<file path="config.mk">
export PLATFORM = sky130hd
export DESIGN_NAME = store_queue_be
export DESIGN_NICKNAME = d
export VERILOG_FILES = /design/src/rtl/store_pkg.sv /design/src/rtl/store_lane_gen.sv /design/src/rtl/store_queue_be.sv
export SDC_FILE = /design/constraint.sdc
export NUM_CORES = 1
export LEC_CHECK = 0
export BUFFER_PORTS_ARGS = -buffer_cell sky130_fd_sc_hd__buf_4
export CAP_MARGIN = 15
export CELL_PAD_IN_SITES_DETAIL_PLACEMENT = 0
export CELL_PAD_IN_SITES_GLOBAL_PLACEMENT = 1
export CORE_MARGIN = 3
export CORE_UTILIZATION = 45
export DETAILED_ROUTE_END_ITERATION = 12
export PLACE_DENSITY_LB_ADDON = 0.1
export SETUP_SLACK_MARGIN = 0.15
export SYNTH_ARGS = -nofsm -noshare
export SYNTH_HDL_FRONTEND = slang
export SYNTH_SLANG_ARGS = --single-unit
</file>
<file path="constraint.sdc">
create_clock -name clk -period 5.5 [get_ports clk]
set_clock_uncertainty 0.1 [all_clocks]
set_input_delay 0.275 -clock clk [delete_from_list [all_inputs] [get_ports clk]]
set_output_delay 0.275 -clock clk [all_outputs]
set_load 0.1 [all_outputs]
</file>
<file path="src/rtl/store_pkg.sv">
// Shared constants for the store path: memop encodings, the data-bus address map
// and the timer count-register windows that reject stores.
package store_pkg;

  localparam logic [3:0] MEMOP_SW = 4'd4;
  localparam logic [3:0] MEMOP_SH = 4'd5;
  localparam logic [3:0] MEMOP_SB = 4'd6;

  localparam logic [31:0] DM_HI  = 32'h0000_2FFF;
  localparam logic [31:0] TC0_LO = 32'h0000_7F00;
  localparam logic [31:0] TC0_HI = 32'h0000_7F0B;
  localparam logic [31:0] TC1_LO = 32'h0000_7F10;
  localparam logic [31:0] TC1_HI = 32'h0000_7F1B;
  localparam logic [31:0] INT_LO = 32'h0000_7F20;
  localparam logic [31:0] INT_HI = 32'h0000_7F23;

  // Read-only count registers inside each timer block.
  localparam logic [31:0] TC0_CNT_LO = 32'h0000_7F08;
  localparam logic [31:0] TC0_CNT_HI = 32'h0000_7F0B;
  localparam logic [31:0] TC1_CNT_LO = 32'h0000_7F18;
  localparam logic [31:0] TC1_CNT_HI = 32'h0000_7F1B;

  function automatic logic [31:0] merge_lanes(input logic [31:0] old_d,
                                              input logic [31:0] new_d,
                                              input logic [3:0]  be);
    logic [31:0] r;
    r = old_d;
    for (int b = 0; b < 4; b++) begin
      if (be[b]) r[8*b +: 8] = new_d[8*b +: 8];
      else       r[8*b +: 8] = old_d[8*b +: 8];
    end
    return r;
  endfunction

endpackage

</file>
<file path="src/rtl/store_lane_gen.sv">
// Combinational store decode: address-error (AdES) check against the address map
// and construction of byte enables plus lane-aligned write data.
module store_lane_gen
  import store_pkg::*;
#(
  parameter int ADDR_W = 32
) (
  input  logic              valid,
  input  logic [3:0]        memop,
  input  logic [ADDR_W-1:0] addr,
  input  logic [31:0]       wdata,
  input  logic              ovf,
  output logic              is_st,
  output logic              ades,
  output logic [ADDR_W-1:0] word_addr,
  output logic [3:0]        byteen,
  output logic [31:0]       lane_data
);

  logic is_sw, is_sh, is_sb;
  logic misalign, mapped, timer_viol;

  function automatic logic in_range(input logic [ADDR_W-1:0] a,
                                    input logic [31:0] lo,
                                    input logic [31:0] hi);
    return (a >= ADDR_W'(lo)) && (a <= ADDR_W'(hi));
  endfunction

  assign is_sw     = (memop == MEMOP_SW);
  assign is_sh     = (memop == MEMOP_SH);
  assign is_sb     = (memop == MEMOP_SB);
  assign is_st     = valid & (is_sw | is_sh | is_sb);
  assign word_addr = {addr[ADDR_W-1:2], 2'b00};

  assign misalign = (is_sw & (addr[1:0] != 2'b00)) | (is_sh & addr[0]);
  assign mapped   = (addr <= ADDR_W'(DM_HI)) | in_range(addr, TC0_LO, TC0_HI) |
                    in_range(addr, TC1_LO, TC1_HI) | in_range(addr, INT_LO, INT_HI);
  // Partial-word stores may not touch either timer block at all.
  assign timer_viol = in_range(addr, TC0_CNT_LO, TC0_CNT_HI) |
                      in_range(addr, TC1_CNT_LO, TC1_CNT_HI) |
                      ((is_sh | is_sb) & in_range(addr, TC0_LO, TC1_HI));
  assign ades = is_st & (ovf | misalign | ~mapped | timer_viol);

  always_comb begin
    byteen    = 4'b0000;
    lane_data = 32'h0000_0000;
    case (memop)
      MEMOP_SW: begin
        byteen    = 4'b1111;
        lane_data = wdata;
      end
      MEMOP_SH: begin
        if (addr[1]) begin
          byteen    = 4'b1100;
          lane_data = {wdata[15:0], 16'h0000};
        end else begin
          byteen    = 4'b0011;
          lane_data = {16'h0000, wdata[15:0]};
        end
      end
      MEMOP_SB: begin
        case (addr[1:0])
          2'd0:    begin byteen = 4'b0001; lane_data = {24'h000000, wdata[7:0]}; end
          2'd1:    begin byteen = 4'b0010; lane_data = {16'h0000, wdata[7:0], 8'h00}; end
          2'd2:    begin byteen = 4'b0100; lane_data = {8'h00, wdata[7:0], 16'h0000}; end
          default: begin byteen = 4'b1000; lane_data = {wdata[7:0], 24'h000000}; end
        endcase
      end
      default: begin
        byteen    = 4'b0000;
        lane_data = 32'h0000_0000;
      end
    endcase
  end

endmodule

</file>
<file path="src/rtl/store_queue_be.sv">
// Store queue between MEM stage and data bus: DEPTH-entry FIFO with registered bus
// outputs and load-conflict detection. Define STORE_COALESCE_EN to merge same-word stores.
module store_queue_be
  import store_pkg::*;
#(
  parameter int DEPTH  = 4,
  parameter int ADDR_W = 32
) (
  input  logic                       clk,
  input  logic                       reset,
  input  logic                       st_valid,
  input  logic [3:0]                 st_memop,
  input  logic [ADDR_W-1:0]          st_addr,
  input  logic [31:0]                st_wdata,
  input  logic                       st_ovf,
  input  logic                       st_req,
  output logic                       st_ready,
  output logic                       exc_ades,
  input  logic                       ld_valid,
  input  logic [ADDR_W-1:0]          ld_addr,
  output logic                       ld_conflict,
  output logic                       m_valid,
  output logic [ADDR_W-1:0]          m_addr,
  output logic [3:0]                 m_byteen,
  output logic [31:0]                m_wdata,
  input  logic                       m_ready,
  output logic [$clog2(DEPTH):0]     q_count
);

  localparam int PW = $clog2(DEPTH);
  localparam int CW = PW + 1;
  localparam logic [CW-1:0]     FULL_CNT  = CW'(DEPTH);
  localparam logic [ADDR_W-1:0] WORD_MASK = ~ADDR_W'(3);

  logic              st_is_st, st_ades;
  logic [ADDR_W-1:0] st_word;
  logic [3:0]        st_be;
  logic [31:0]       st_data;

  logic [ADDR_W-1:0] addr_q [DEPTH];
  logic [ADDR_W-1:0] addr_d [DEPTH];
  logic [3:0]        be_q   [DEPTH];
  logic [3:0]        be_d   [DEPTH];
  logic [31:0]       data_q [DEPTH];
  logic [31:0]       data_d [DEPTH];
  logic [DEPTH-1:0]  vld_q, vld_d;
  logic [PW-1:0]     wr_q, wr_d, rd_q, rd_d;
  logic [CW-1:0]     cnt_q, cnt_d;
  logic              m_valid_q, m_valid_d;
  logic [ADDR_W-1:0] m_addr_q, m_addr_d;
  logic [3:0]        m_byteen_q, m_byteen_d;
  logic [31:0]       m_wdata_q, m_wdata_d;

  logic              pop, accept, alloc, merge_hit, ld_hit;
  logic [ADDR_W-1:0] ld_word;

  store_lane_gen #(.ADDR_W(ADDR_W)) u_lane_gen (
    .valid     (st_valid),
    .memop     (st_memop),
    .addr      (st_addr),
    .wdata     (st_wdata),
    .ovf       (st_ovf),
    .is_st     (st_is_st),
    .ades      (st_ades),
    .word_addr (st_word),
    .byteen    (st_be),
    .lane_data (st_data)
  );

`ifdef STORE_COALESCE_EN
  logic [PW-1:0] newest;
  assign newest = wr_q - PW'(1);
  // The head cannot absorb a merge in the cycle it leaves for the bus.
  assign merge_hit = (cnt_q != {CW{1'b0}}) && (addr_q[newest] == st_word) &&
                     !((newest == rd_q) && pop);
`else
  assign merge_hit = 1'b0;
`endif

  assign pop      = m_valid_q & m_ready;
  assign st_ready = (cnt_q != FULL_CNT) | merge_hit;
  assign accept   = st_is_st & ~st_ades & ~st_req & st_ready;
  assign alloc    = accept & ~merge_hit;
  assign exc_ades = st_ades;
  assign ld_word  = ld_addr & WORD_MASK;

  // Word-address match of a load against every occupied entry, head included.
  always_comb begin
    ld_hit = 1'b0;
    for (int i = 0; i < DEPTH; i++) begin
      if (vld_q[i] && (addr_q[i] == ld_word)) ld_hit = 1'b1;
      else                                    ld_hit = ld_hit;
    end
    ld_conflict = ld_valid & ld_hit;
  end

  // Next FIFO state: pop head, then allocate or merge; bus outputs preview the new head.
  always_comb begin
    addr_d = addr_q;
    be_d   = be_q;
    data_d = data_q;
    vld_d  = vld_q;
    wr_d   = wr_q;
    rd_d   = rd_q;
    if (pop) begin
      vld_d[rd_q] = 1'b0;
      rd_d        = rd_q + PW'(1);
    end else begin
      rd_d = rd_q;
    end
    if (alloc) begin
      addr_d[wr_q] = st_word;
      be_d[wr_q]   = st_be;
      data_d[wr_q] = st_data;
      vld_d[wr_q]  = 1'b1;
      wr_d         = wr_q + PW'(1);
`ifdef STORE_COALESCE_EN
    end else if (accept) begin
      be_d[newest]   = be_q[newest] | st_be;
      data_d[newest] = merge_lanes(data_q[newest], st_data, st_be);
`endif
    end else begin
      wr_d = wr_q;
    end
    cnt_d     = cnt_q + CW'(alloc) - CW'(pop);
    m_valid_d = (cnt_d != {CW{1'b0}});
    if (m_valid_d) begin
      m_addr_d   = addr_d[rd_d];
      m_byteen_d = be_d[rd_d];
      m_wdata_d  = data_d[rd_d];
    end else begin
      m_addr_d   = {ADDR_W{1'b0}};
      m_byteen_d = 4'b0000;
      m_wdata_d  = 32'h0000_0000;
    end
  end

  // State registers; asynchronous reset discards every pending store.
  always_ff @(posedge clk or negedge reset) begin
    if (!reset) begin
      for (int i = 0; i < DEPTH; i++) begin
        addr_q[i] <= {ADDR_W{1'b0}};
        be_q[i]   <= 4'b0000;
        data_q[i] <= 32'h0000_0000;
      end
      vld_q      <= {DEPTH{1'b0}};
      wr_q       <= {PW{1'b0}};
      rd_q       <= {PW{1'b0}};
      cnt_q      <= {CW{1'b0}};
      m_valid_q  <= 1'b0;
      m_addr_q   <= {ADDR_W{1'b0}};
      m_byteen_q <= 4'b0000;
      m_wdata_q  <= 32'h0000_0000;
    end else begin
      addr_q     <= addr_d;
      be_q       <= be_d;
      data_q     <= data_d;
      vld_q      <= vld_d;
      wr_q       <= wr_d;
      rd_q       <= rd_d;
      cnt_q      <= cnt_d;
      m_valid_q  <= m_valid_d;
      m_addr_q   <= m_addr_d;
      m_byteen_q <= m_byteen_d;
      m_wdata_q  <= m_wdata_d;
    end
  end

  assign m_valid  = m_valid_q;
  assign m_addr   = m_addr_q;
  assign m_byteen = m_byteen_q;
  assign m_wdata  = m_wdata_q;
  assign q_count  = cnt_q;

endmodule

</file>
==> run_results.csv <==
group,metric,value,unit
floorplanning,core,35700,um2
floorplanning,die_area,38700,um2
synth,synth.largest_area_cell,"dfrtp_1",
timing,rsz0062_at_grt,"no",
detailed_routing,drtIter0Drc,911,
run,max_cap_violations,0,
detailed_routing,via_per_inst,5.80,
clocking,clk_pin_slew_worst_paths,0.05,ns
power,ir_drop,0.000288,V
clocking,clk_latency,0.54,ns
detailed_routing,wl_per_cell,23.1,um
outcome,status,"finished, final reports clean",
timing,worst-slew-pin-transition,1.11,ns
power,power.leakage,9.26,nW
global_route,grt_usage,26.5,%
synth,synth.distinct_cells,53,
timing,worst_hold_slack,0.0199,ns
critical_path,start_kind,"primary input",
power,p_per_area,469,nW/um2
synth,syn_area_per_cell,10.4,um2
finish,drive_above_1_share,19.8,%
timing,hold_viol_final,0,
floorplanning,die_h,197,um
detailed_routing,dr_total_vias,12932,
floorplanning,ioPinCount,182,
power,p_total,9.21,mW
clocking,ctsResizeCount,0,
timing,setup_slack,0.664,ns
synth,ys_warn_count,0,
timing,fin_crit_sh,87.9,%
critical_path,critPathArrivalTime,5.15,ns
timing,finalMaxSlewViolations,0,
critical_path,cp-end-kind,"flip-flop",
synth,syn_inst,1575,
synth,yosysTopAreaCellShare,53.8,%
global_route,first_global_vias,13053,
synth,ys_ff_latch,352,
place,place_area,18100,um2
place,io_buffers,179,
place,pre_cts_slack,0.787,ns
clocking,ctsRootBufferMaster,"clkbuf_16",
floorplanning,initial_core_util,45.8,%
critical_path,cp.required,5.82,ns
timing,fin_crit,4.84,ns
clocking,cts-htree-levels,2,
floorplanning,rows,69,
detailed_routing,drtPass1Iterations,6,
clocking,cts.path.max_buffers,3,
hold_path,holdCritPathClass,"primary input to flip-flop",
finish,syn_to_final_growth,19.9,%
global_route,overflow,0,
finish,antennaDiodeCount,0,
global_route,grt_pass1_wl,79500,um
synth,synth_area_leaders,"dfrtp_1 (54%), xor2_1 (4.5%), o21ai_0 (4.5%), nand2_1 (4.3%), o221ai_1 (4.3%)",
global_route,grt_max_degree,160,
finish,final_net_count,1858,
synth,syn_nets,1693,
place,hpwl,32800,um
synth,syn_area,16400,um2
finish,final_util,54.9,%
timing,slew_headroom,26.3,%
clocking,cts_sinks,352,
place,place_inst,2138,
detailed_routing,ant_nets,0,
floorplanning,die_x,197,um
global_route,antenna_found_initial,0,
timing,max_freq,0.207,GHz
critical_path,worstPathMaxFanout,32,
finish,fin_area,19600,um2
clocking,cts_tree,"done",
timing,setup_viol,0,
finish,stdcell_count,2228,
place,gp_congestion,0.901,
detailed_routing,drc,0,
timing,finalSetupTns,0,ns
detailed_routing,wl,51600,um
synth,ys_seq_area_share,53.8,%
clocking,cts_buffers,40,
critical_path,critPathKind,"primary input to flip-flop",
==> per-layer routing <==
| metal | track usage, % | part of all wire, % | up-vias | routed length, um |
|---|---|---|---|---|
| met1 | 36.9 | 43 | 6432 | 22400 |
| met3 | 3.52 | 6.0 | 86 | 3080 |
| met2 | 43.2 | 48 | 459 | 24500 |
| li1 | - | - | 5955 | - |
| met5 | 0 | 0 | - | 0 |
| met4 | 9.08 | 3.1 | 0 | 1570 |
==> what timing repair did <==
| action | CTS | global route |
|---|---|---|
| hold buffers | 20 | 0 |
| buffers inserted | 0 | 0 |
| endpoints found under the hold margin | 139 | 0 |
| endpoints found under the setup margin | 0 | 0 |
==> where the power goes <==
group          internal [mW]  switching, mW  total (mW)
registers               2.76         0.0769        2.83
logic                  0.997           2.74        3.73
clock network           1.59           1.05        2.65
==> kinds of logic after synthesis <==
| kind of cell | Yosys count | share of synthesized area (%) |
|---|---|---|
| simple gates | 460 | 13.3 |
| compound gates | 438 | 17.6 |
| flops | 352 | 53.8 |
| buf+inv | 136 | 3.71 |
| xor+xnor | 125 | 6.69 |
| mux | 53 | 3.94 |
| fa+ha+maj | 11 | 0.887 |
==> cell usage in the layout (no fill, tap or decap), drive strengths merged, types with 3 or more instances in the layout <==
cell,n
a31oi,4
dlygate4sd3,20
o21ai,184
a21oi,16
and2,52
xnor2,40
nor3,13
buf,212
a22oi,54
o22ai,66
and3,3
clkbuf,61
inv,28
nand2b,5
nand3,10
nor2b,41
clkinv,5
a22o,16
ha,10
mux2,53
or2,3
or4,5
nand2,189
a21o,4
xor2,85
nor4,24
nor2,90
dfrtp,352
a41o,3
nand4,17
a2111oi,4
o221ai,80
==> sequential cells by signal (all words and copies together) (netlist names) <==
register,cells
vld_q,4
be_q,16
m_wdata,32
data_q,128
m_byteen,4
m_valid,1
m_addr,32
q_count,3
wr_q,2
rd_q,2
addr_q,128
==> synth_stat cells (all sizes together) <==
cell type / instances
a21boi: 1
o31ai: 1
o22ai: 66
nand2: 189
a211oi: 2
a22o: 16
nand3: 10
and4: 2
a21o: 4
nor2: 90
dfrtp: 352
a41o: 3
fa: 1
clkbuf: 74
nor2b: 41
a31oi: 4
or3: 2
buf: 35
a21oi: 16
nand4: 17
a22oi: 54
nor3: 13
and3: 3
mux2: 53
xor2: 85
ha: 10
or2: 3
o221ai: 80
o21ai: 184
clkinv: 1
a2111o: 1
nand3b: 1
a41oi: 2
inv: 26
nor3b: 1
a2111oi: 4
or4: 5
nand2b: 5
or3b: 1
nand4b: 1
nor4: 24
and2: 52
xnor2: 40
==> final cells by class <==
cell class,count,area (um2)
clock buffer,61,1200
clock inverter,8,97.6
fill,3210,16100
inverter,27,101
multi-input combinational,1087,6990
sequential,352,8810
tap,461,577
timing repair buffer,232,1850
==> critical path, stage by stage <==
cell	delay (ns)
dlygate4sd3_1	0.58
buf_4	0.19
or4_4	0.52
nor3b_2	0.25
a31oi_1	0.16
or2_4	0.32
a21oi_1	0.18
nand3_1	0.11
ha_1	0.28
inv_1	0.05
ha_1	0.12
inv_1	0.04
fa_1	0.37
xnor2_1	0.18
xnor2_1	0.16
or3_1	0.19
nor2b_4	0.19
buf_4	0.44
o221ai_1	0.21
o22ai_1	0.31
==> worst paths after layout <==
check                        startpoint           to  slack (ns)  cells past startpoint
max                          st_addr[6]   m_wdata[8]        0.66                     20
min                        st_wdata[31]   data_q[95]        0.02                      3
max reg2reg                  q_count[2]   m_wdata[8]        0.95                     18
min reg2reg                 data_q[112]  data_q[112]        0.38                      2
max in group asynchronous         reset  m_wdata[18]        3.75                      3
min in group asynchronous         reset   m_addr[15]        0.21                      2
(Power assumes the default switching activity.)
